===== config.mk =====
export PLATFORM = sky130hd
export DESIGN_NAME = mat_load_ctrl_flat
export DESIGN_NICKNAME = d
export VERILOG_FILES = /design/src/rtl/mat_load_if.sv /design/src/rtl/mat_load_ctrl.sv /design/src/flat_wrapper.sv
export SDC_FILE = /design/constraint.sdc
export NUM_CORES = 1
export LEC_CHECK = 0
export CAP_MARGIN = 20
export CORE_AREA = 2 2 39 41
export CTS_CLUSTER_DIAMETER = 60
export DETAILED_ROUTE_END_ITERATION = 16
export DIE_AREA = 0 0 41 43
export HOLD_SLACK_MARGIN = 0.02
export PLACE_DENSITY = 0.64
export SYNTH_ARGS = -nofsm -noshare
export SYNTH_HDL_FRONTEND = slang
export SYNTH_SLANG_ARGS = --single-unit

===== constraint.sdc =====
create_clock -name clk -period 1.1 [get_ports clk]
set_clock_uncertainty 0.1 [all_clocks]
set_input_delay 0.11 -clock clk [delete_from_list [all_inputs] [get_ports clk]]
set_output_delay 0.11 -clock clk [all_outputs]
set_load 0.02 [all_outputs]

===== src/rtl/mat_load_if.sv =====
// Stream/load bundle between the matrix source and mat_load_ctrl.
// master: drives matw/src_valid; slave: mat_load_ctrl, drives the rest.
interface mat_load_if #(
    parameter int NUM_CORES = 4,
    parameter int ADDR_W    = 6
);
    logic                 matw;
    logic                 src_valid;
    logic                 src_ready;
    logic [NUM_CORES-1:0] mat_v;
    logic [ADDR_W-1:0]    mat_a;
    logic                 busy;
    logic                 done;

    modport master (
        output matw, src_valid,
        input  src_ready, mat_v, mat_a, busy, done
    );

    modport slave (
        input  matw, src_valid,
        output src_ready, mat_v, mat_a, busy, done
    );
endinterface


===== src/rtl/mat_load_ctrl.sv =====
// Matrix-load sequencer: steers accepted stream beats to N cores in turn.
// Ports: clk, rst_n (async low), bus (mat_load_if.slave): matw, src_valid,
// src_ready, mat_v, mat_a, busy, done. Option MAT_LOAD_BCAST_EN adds bcast.
module mat_load_ctrl #(
    parameter int NUM_CORES      = 4,
    parameter int WORDS_PER_CORE = 2,
    parameter int ADDR_STEP      = 32,
    parameter int ADDR_W         = 6
) (
    input  logic        clk,
    input  logic        rst_n,
`ifdef MAT_LOAD_BCAST_EN
    input  logic        bcast,
`endif
    mat_load_if.slave   bus
);
    localparam int CS_W = (NUM_CORES > 1) ? $clog2(NUM_CORES) : 1;
    localparam int BC_W = (WORDS_PER_CORE > 1) ? $clog2(WORDS_PER_CORE) : 1;
    localparam logic [CS_W-1:0]   LAST_CORE = CS_W'(NUM_CORES - 1);
    localparam logic [BC_W-1:0]   LAST_BEAT = BC_W'(WORDS_PER_CORE - 1);
    localparam logic [ADDR_W-1:0] STEP      = ADDR_W'(ADDR_STEP);

    typedef enum logic [1:0] {S_IDLE, S_LOAD, S_DONE} state_e;

    state_e              state_q, state_d;
    logic [CS_W-1:0]     core_sel_q, core_sel_d;
    logic [BC_W-1:0]     beat_cnt_q, beat_cnt_d;
    logic [ADDR_W-1:0]   mat_a_q, mat_a_d;
    logic                bc;
    logic                src_ready;
    logic                accept;
    logic [NUM_CORES-1:0] mat_v;

`ifdef MAT_LOAD_BCAST_EN
    logic bcast_q, bcast_d;

    // Broadcast mode is frozen for the whole load at the start edge.
    assign bcast_d = (state_q == S_IDLE && bus.matw) ? bcast : bcast_q;
    assign bc      = bcast_q;

    always_ff @(posedge clk or negedge rst_n) begin
        if (!rst_n) bcast_q <= 1'b0;
        else        bcast_q <= bcast_d;
    end
`else
    assign bc = 1'b0;
`endif

    always_ff @(posedge clk or negedge rst_n) begin
        if (!rst_n) begin
            state_q    <= S_IDLE;
            core_sel_q <= '0;
            beat_cnt_q <= '0;
            mat_a_q    <= '0;
        end else begin
            state_q    <= state_d;
            core_sel_q <= core_sel_d;
            beat_cnt_q <= beat_cnt_d;
            mat_a_q    <= mat_a_d;
        end
    end

    always_comb begin
        state_d    = state_q;
        core_sel_d = core_sel_q;
        beat_cnt_d = beat_cnt_q;
        mat_a_d    = mat_a_q;
        src_ready  = 1'b0;
        accept     = 1'b0;
        mat_v      = '0;
        unique case (state_q)
            S_IDLE: begin
                if (bus.matw) begin
                    state_d = S_LOAD;
                end
            end
            S_LOAD: begin
                src_ready = bus.matw;
                accept    = bus.src_valid & bus.matw;
                if (!bus.matw) begin
                    // Abort: drop the partial load entirely.
                    state_d    = S_IDLE;
                    core_sel_d = '0;
                    beat_cnt_d = '0;
                    mat_a_d    = '0;
                end else if (accept) begin
                    mat_v = bc ? {NUM_CORES{1'b1}}
                               : (NUM_CORES'(1) << core_sel_q);
                    if (beat_cnt_q == LAST_BEAT) begin
                        beat_cnt_d = '0;
                        mat_a_d    = '0;
                        if (bc || core_sel_q == LAST_CORE) begin
                            state_d    = S_DONE;
                            core_sel_d = '0;
                        end else begin
                            core_sel_d = core_sel_q + 1'b1;
                        end
                    end else begin
                        beat_cnt_d = beat_cnt_q + 1'b1;
                        mat_a_d    = mat_a_q + STEP;
                    end
                end
            end
            S_DONE: begin
                if (!bus.matw) state_d = S_IDLE;
            end
            default: state_d = S_IDLE;
        endcase
    end

    assign bus.src_ready = src_ready;
    assign bus.mat_v     = mat_v;
    assign bus.mat_a     = mat_a_q;
    assign bus.busy      = (state_q == S_LOAD);
    assign bus.done      = (state_q == S_DONE);
endmodule


===== src/flat_wrapper.sv =====
// flat-port wrapper written by rule: the top's interface ports become plain ports
module mat_load_ctrl_flat 
#(
    parameter int NUM_CORES      = 4,
    parameter int WORDS_PER_CORE = 2,
    parameter int ADDR_STEP      = 32,
    parameter int ADDR_W         = 6
)
  (clk, rst_n, bus_matw, bus_src_valid, bus_src_ready, bus_mat_v, bus_mat_a, bus_busy, bus_done);
  mat_load_if #(.NUM_CORES(NUM_CORES), .ADDR_W(ADDR_W)) bus_i ();
  input  logic clk;
  input  logic rst_n;
  input wire logic [$bits(bus_i.matw)-1:0] bus_matw;
  input wire logic [$bits(bus_i.src_valid)-1:0] bus_src_valid;
  output wire logic [$bits(bus_i.src_ready)-1:0] bus_src_ready;
  output wire logic [$bits(bus_i.mat_v)-1:0] bus_mat_v;
  output wire logic [$bits(bus_i.mat_a)-1:0] bus_mat_a;
  output wire logic [$bits(bus_i.busy)-1:0] bus_busy;
  output wire logic [$bits(bus_i.done)-1:0] bus_done;
  assign bus_i.matw = bus_matw;
  assign bus_i.src_valid = bus_src_valid;
  assign bus_src_ready = bus_i.src_ready;
  assign bus_mat_v = bus_i.mat_v;
  assign bus_mat_a = bus_i.mat_a;
  assign bus_busy = bus_i.busy;
  assign bus_done = bus_i.done;
  mat_load_ctrl #(.NUM_CORES(NUM_CORES), .WORDS_PER_CORE(WORDS_PER_CORE), .ADDR_STEP(ADDR_STEP), .ADDR_W(ADDR_W)) u_core (.clk(clk), .rst_n(rst_n), .bus(bus_i));
endmodule

==> results of run 1 <==
## routing by layer
layer / global-route usage / routed length, um / vias up
met1: 0.188 / 476 / 186
met5: 0 / 0 / -
li1: - / - / 208
met3: 0.0314 / 41 / 2
met2: 0.175 / 465 / 11
met4: 0.100 / 12 / 0
## worst register-to-register path, delay by kind of cell, from the launching register on
kind	cells	cell delay (ns)
AOI/OAI and AO/OA	1	0.16
adders and majority gates	1	0.22
buffers and inverters	1	0.11
DFF	1	0.42
and+or+nand+nor	2	0.13
## power groups by stage
stage	Sequential [mW]	Clock [mW]	Combinational, mW
final	0.324	0.193	0.511
after global placement	0.316	0	0.387
after global routing	0.332	0.219	0.554
after CTS	0.324	0.200	0.495
after detailed placement	0.321	0	0.390
after floorplan	0.324	0	0.213
## how the worst max path moves through the flow
stage              endpoint  slack [ns]  cells after the start
5_1_grt        bus_mat_v[1]       -0.40                      5
3_3_place_gp   bus_mat_v[3]       -0.62                      4
4_1_cts        bus_mat_v[1]       -0.36                      5
2_1_floorplan  bus_mat_v[3]       -0.08                      4
6_report       bus_mat_v[1]       -0.34                      5
3_5_place_dp   bus_mat_v[1]       -0.62                      4
## registers in the layout, indices dropped and copies added, names as in the netlist
register,flops
u_core.core_sel_q,2
u_core.state_q,2
u_core.bus.mat_a,1
u_core.beat_cnt_q,1
## final cells by class
class,count,area share
Tap cell,16,0.0266
Sequential cell,6,0.201
Clock buffer,3,0.0300
Inverter,3,0.0216
Multi-Input combinational cell,38,0.411
Timing Repair Buffer,26,0.309
## through the flow
| stage | cells | hold WS (ns) | utilization | area [sq um] |
|---|---|---|---|---|
| final | 92 | 0.0266 | 0.543 | 752 |
| after global routing | 92 | 0.0403 | 0.543 | 752 |
| after CTS | 92 | 0.0297 | 0.542 | 751 |
| after detailed placement | 84 | 0.281 | 0.465 | 643 |
| after global placement | 84 | 0.273 | 0.465 | 643 |
| after floorplan | 52 | -0.286 | - | 475 |
## cells in the final DEF (no fill, tap or decap), drive strengths merged, types with 3 or more instances in the layout
cell type,synthesis,final
buf,5,23
dfrtp,6,6
and2,5,5
conb,1,5
o21ai,5,5
ha,4,4
nand2,3,3
clkbuf,0,3
## kinds of logic after synthesis
family	synth area share
AND/OR/NAND/NOR	0.324
AO/OA/AOI/OAI	0.106
buffers and inverters	0.115
flip-flops	0.335
adder cells (fa/ha/maj)	0.112
other	0.00837
## repair_timing
item / CTS / global route
endpoints found under the setup margin: 14 / 14
resized for setup: 59 / 5
setup buffers: 5 / 0
pin swaps: 8 / 4
==> flow_metrics.env, run 1 <==
export IMPL_critPathSlowestCell="dfrtp_1"
export IMPL_rrSetupSlack_ns=-0.15
export IMPL_syn_area_sq_um=448
export IMPL_die_y_um=43
export IMPL_yosysMostFrequentCell="dfrtp_1"
export IMPL_setup_violations_final=12
export IMPL_grtUsageTotal=0.136
export IMPL_synth_ff_type="dfrtp_1"
export IMPL_dpl_hpwl_um=690
export IMPL_syn_inst=48
export IMPL_crit_family="simple AND/OR/NAND/NOR gates"
export IMPL_die_area_sq_mm=0.00176
export IMPL_wirelength_um=995
export IMPL_synthArstFlopShare=1.00
export IMPL_rsz0062_at_grt="yes"
export IMPL_fmax_mhz=693
export IMPL_synth_yosys_seq_area_share=0.335
export IMPL_vias=407
export IMPL_slew_viol_final=0
export IMPL_p_comb_frac=0.497
export IMPL_avgSynthCellArea_sq_um=9.33
export IMPL_areaGrowthSynthToFinish_pct=67.9
export IMPL_die_x_um=41
export IMPL_ys_seq_elements=6
export IMPL_ctsLongestPathBuffers=2
export IMPL_fillers=129
export IMPL_timing_final_crit_share=1.31
export IMPL_power_switching_uw=360
export IMPL_hold_viol_final=0
export IMPL_crit_chain="nand2b_4 > clkinv_4 > and3_4 > and2_4 > buf_6"
export IMPL_core_sq_mm=0.00138
export IMPL_cts_root_buf="clkbuf_4"
export IMPL_row_count=14
export IMPL_insertion_delay_ns=0.23
export IMPL_p_leak_nw=0.364
export IMPL_outcome="complete, but fails checks"
export IMPL_timing_rr_start="u_core.core_sel_q[1]"
export IMPL_hold_class="primary input to asynchronous set/reset pin"
export IMPL_seqPwrFrac=0.315
export IMPL_endpoint_kind="output port"
export IMPL_total_power_mw=1.03
export IMPL_finalSetupTns_ns=-2.43
export IMPL_ys_types=24
export IMPL_powerDensity_mw_per_mm2=1370
export IMPL_cts_buffers=3
export IMPL_min_period_ns=1.44
export IMPL_antenna_cells=0
export IMPL_cts_tree="yes"
export IMPL_grt_max_degree=8
export IMPL_r2r_cells=5
export IMPL_crit_start="u_core.state_q[1]"
export IMPL_drt_iter0_markers=1
export IMPL_vias_per_cell=4.42
export IMPL_gp_congestion=0.853
export IMPL_start_util=0.324
export IMPL_synth_edf_count=0
export IMPL_clk_pin_slew_ns=0.04
export IMPL_cp_start_kind="register"
export IMPL_dr_pass1_iters=3
export IMPL_seqCellArea_sq_um=151
export IMPL_antenna_found_initial=0
export IMPL_criticalPathCategory="register to output port"
export IMPL_drive_gt1_frac=0.605
export IMPL_first_global_vias=380
export IMPL_arrival_ns=1.23
export IMPL_cp_max_fo=4
export IMPL_nNetsFinal=86
export IMPL_p_int_uw=668
export IMPL_multi_input_area_sq_um=309
export IMPL_post_place_ws_ns=-0.624
export IMPL_setup_slack_ns=-0.343
export IMPL_ant_nets=0
export IMPL_vdd_drop_max_mv=0.922
export IMPL_required_ns=0.89
export IMPL_yosysWarningCount=0
export IMPL_violations="setup timing"
export IMPL_rr_endpoint="u_core.state_q[1]"
export IMPL_switching_share=0.350
export IMPL_drv_cap=0
export IMPL_grt_ovfl_total=0
export IMPL_synth_top_area_frac=0.335
export IMPL_synth_area_leaders="dfrtp_1 (34%), ha_1 (11%), buf_4 (8.4%)"
export IMPL_h_tree_depth=1
export IMPL_boundaryPins=17
export IMPL_drc_errors=0
export IMPL_ys_top_cells_by_count="dfrtp_1 (6), buf_4 (5), and2_1 (4), ha_1 (4), o21ai_0 (4)"
export IMPL_crit_buf_inv=2
export IMPL_p_clk_frac=0.188
export IMPL_wire_per_inst_um=10.8
export IMPL_port_buffers=11
export IMPL_grt_pass1_wl_um=1590
export IMPL_cts_sinks=6
export IMPL_yosysTopAreaCell="dfrtp_1"
export IMPL_slowest_delay_ns=0.38
export IMPL_postCtsHoldBufs=0
Note: power is estimated with default switching activity, not from simulation.
==> run 2: changes to the inputs <==
Settings changed: REMOVE_ABC_BUFFERS set to 1.
==> flow_metrics.env, run 2 (synthesis gave the netlist of run 1 again) <==
export IMPL_outcome="complete, but fails checks"
export IMPL_violations="setup timing"
export IMPL_areaGrowthSynthToFinish_pct=73.7
export IMPL_p_clk_frac=0.186
export IMPL_wl_met1_um=460
export IMPL_gp_congestion=0.832
export IMPL_p_int_uw=666
export IMPL_port_buffers=11
export IMPL_critPathSlowestCell="dfrtp_1"
export IMPL_post_place_ws_ns=-0.609
export IMPL_first_global_vias=420
export IMPL_multi_input_area_sq_um=309
export IMPL_power_switching_uw=361
export IMPL_powerDensity_mw_per_mm2=1320
export IMPL_arrival_ns=1.24
export IMPL_slew_viol_final=0
export IMPL_switching_share=0.352
export IMPL_dr_pass1_iters=4
export IMPL_cts_sinks=6
export IMPL_vias=420
export IMPL_wirelength_um=1080
export IMPL_cp_start_kind="register"
export IMPL_dpl_hpwl_um=715
export IMPL_criticalPathCategory="register to output port"
export IMPL_seqPwrFrac=0.316
export IMPL_timing_final_crit_share=1.32
export IMPL_h_tree_depth=1
export IMPL_cp_max_fo=3
export IMPL_met3_length_um=26
export IMPL_ant_nets=0
export IMPL_final_cell_mix="buf_6 (12), buf_4 (11), dfrtp_1 (6)"
export IMPL_fillers=135
export IMPL_die_y_um=43
export IMPL_grt_ovfl_total=0
export IMPL_crit_buf_inv=4
export IMPL_drt_iter0_markers=8
export IMPL_cts_buffers=3
export IMPL_drc_errors=0
export IMPL_layout_cells_most_common="buf_6"
export IMPL_cts_root_buf="clkbuf_4"
export IMPL_die_area_sq_mm=0.00176
export IMPL_placedCellCount=84
export IMPL_p_comb_frac=0.499
export IMPL_setup_violations_final=13
export IMPL_hold_class="register to register"
export IMPL_row_count=14
export IMPL_grtUsageTotal=0.150
export IMPL_nNetsFinal=88
export IMPL_seqCellArea_sq_um=150
export IMPL_die_x_um=41
export IMPL_wire_per_inst_um=11.4
export IMPL_setup_slack_ns=-0.349
export IMPL_ctsLongestPathBuffers=2
export IMPL_vias_per_cell=4.47
export IMPL_core_sq_mm=0.00138
export IMPL_cts_tree="yes"
export IMPL_min_period_ns=1.45
export IMPL_rsz0062_at_grt="yes"
export IMPL_hold_viol_final=0
export IMPL_grt_max_degree=7
export IMPL_grt_pass1_wl_um=1700
export IMPL_antenna_cells=0
export IMPL_fmax_mhz=690
export IMPL_crit_family="flip-flops"
export IMPL_final_cells=94
export IMPL_cp_common_cell="buf_6"
export IMPL_highest_layer="met3"
export IMPL_rrSetupSlack_ns=-0.18
export IMPL_drv_cap=0
export IMPL_clk_pin_slew_ns=0.04
export IMPL_endpoint_kind="output port"
export IMPL_required_ns=0.89
export IMPL_antenna_found_initial=0
export IMPL_crit_chain="nand2b_4 > inv_4 > buf_4 > buf_6 > and2_4 > buf_6"
export IMPL_slowest_delay_ns=0.40
export IMPL_p_leak_nw=0.378
export IMPL_vdd_drop_max_mv=0.756
export IMPL_drive_gt1_frac=0.577
export IMPL_wl_met2_um=587
export IMPL_biggestRegsByFlops="u_core.core_sel_q: 2 flops, u_core.state_q: 2 flops"
export IMPL_boundaryPins=17
export IMPL_start_util=0.324
export IMPL_insertion_delay_ns=0.24
## run 2: final timing paths
kind,cells after the start,endpoint,start
setup / recovery,6,bus_src_ready,u_core.state_q[0]
max in group asynchronous,2,u_core.state_q[0],rst_n
min in group asynchronous,2,u_core.beat_cnt_q,rst_n
hold / removal,2,u_core.bus.mat_a[5],u_core.bus.mat_a[5]
setup reg to reg,7,u_core.core_sel_q[1],u_core.state_q[1]
hold reg to reg,2,u_core.bus.mat_a[5],u_core.bus.mat_a[5]
## run 2: per-layer routing
layer  vias to the layer above  track usage
met5                         -            0
met4                         0        0.120
met3                         0       0.0314
met2                         9        0.213
met1                       199        0.185
li1                        212            -
## run 2: final cells by class
type                       count  share of cell area
clock buffer                   3              0.0289
inverter                       3              0.0177
multi-input combinational     38               0.397
sequential                     6               0.193
tap                           16              0.0257
timing repair buffer          28               0.338
## run 2: power by group through the flow
stage          Combinational, mW  Clock (mW)  Sequential (mW)
2_1_floorplan              0.182           0            0.323
3_3_place_gp               0.371           0            0.315
3_5_place_dp               0.374           0            0.320
4_1_cts                    0.478       0.202            0.326
5_1_grt                    0.560       0.221            0.330
6_report                   0.512       0.191            0.324
## run 2: worst reg2reg max path, cell delays in order, from the launching register on
cell and delay (ns):
dfrtp_1 0.37, nand2b_4 0.16, inv_4 0.05, buf_4 0.09
buf_6 0.10, buf_6 0.10, nand2b_4 0.05, o211ai_1 0.18
## run 2: timing repair
| item | CTS | global route |
|---|---|---|
| setup buffers | 3 | 3 |
| resized for setup | 60 | 5 |
| setup endpoints to repair | 14 | 14 |
| pin swaps | 12 | 2 |
| endpoints found under the hold margin | 6 | 0 |
| hold buffers | 1 | 0 |
## run 2: per-stage QoR
stage	instance area (sq um)	TNS (ns)	hold WS (ns)	utilization	power, mW
6_report	778	-3.17	0.454	0.562	1.03
5_1_grt	778	-3.80	0.474	0.562	1.11
4_1_cts	743	-2.70	0.460	0.537	1.01
3_5_place_dp	631	-5.33	0.271	0.456	0.695
3_3_place_gp	631	-5.23	0.274	0.456	0.686
2_1_floorplan	425	-0.616	-0.286	-	0.505
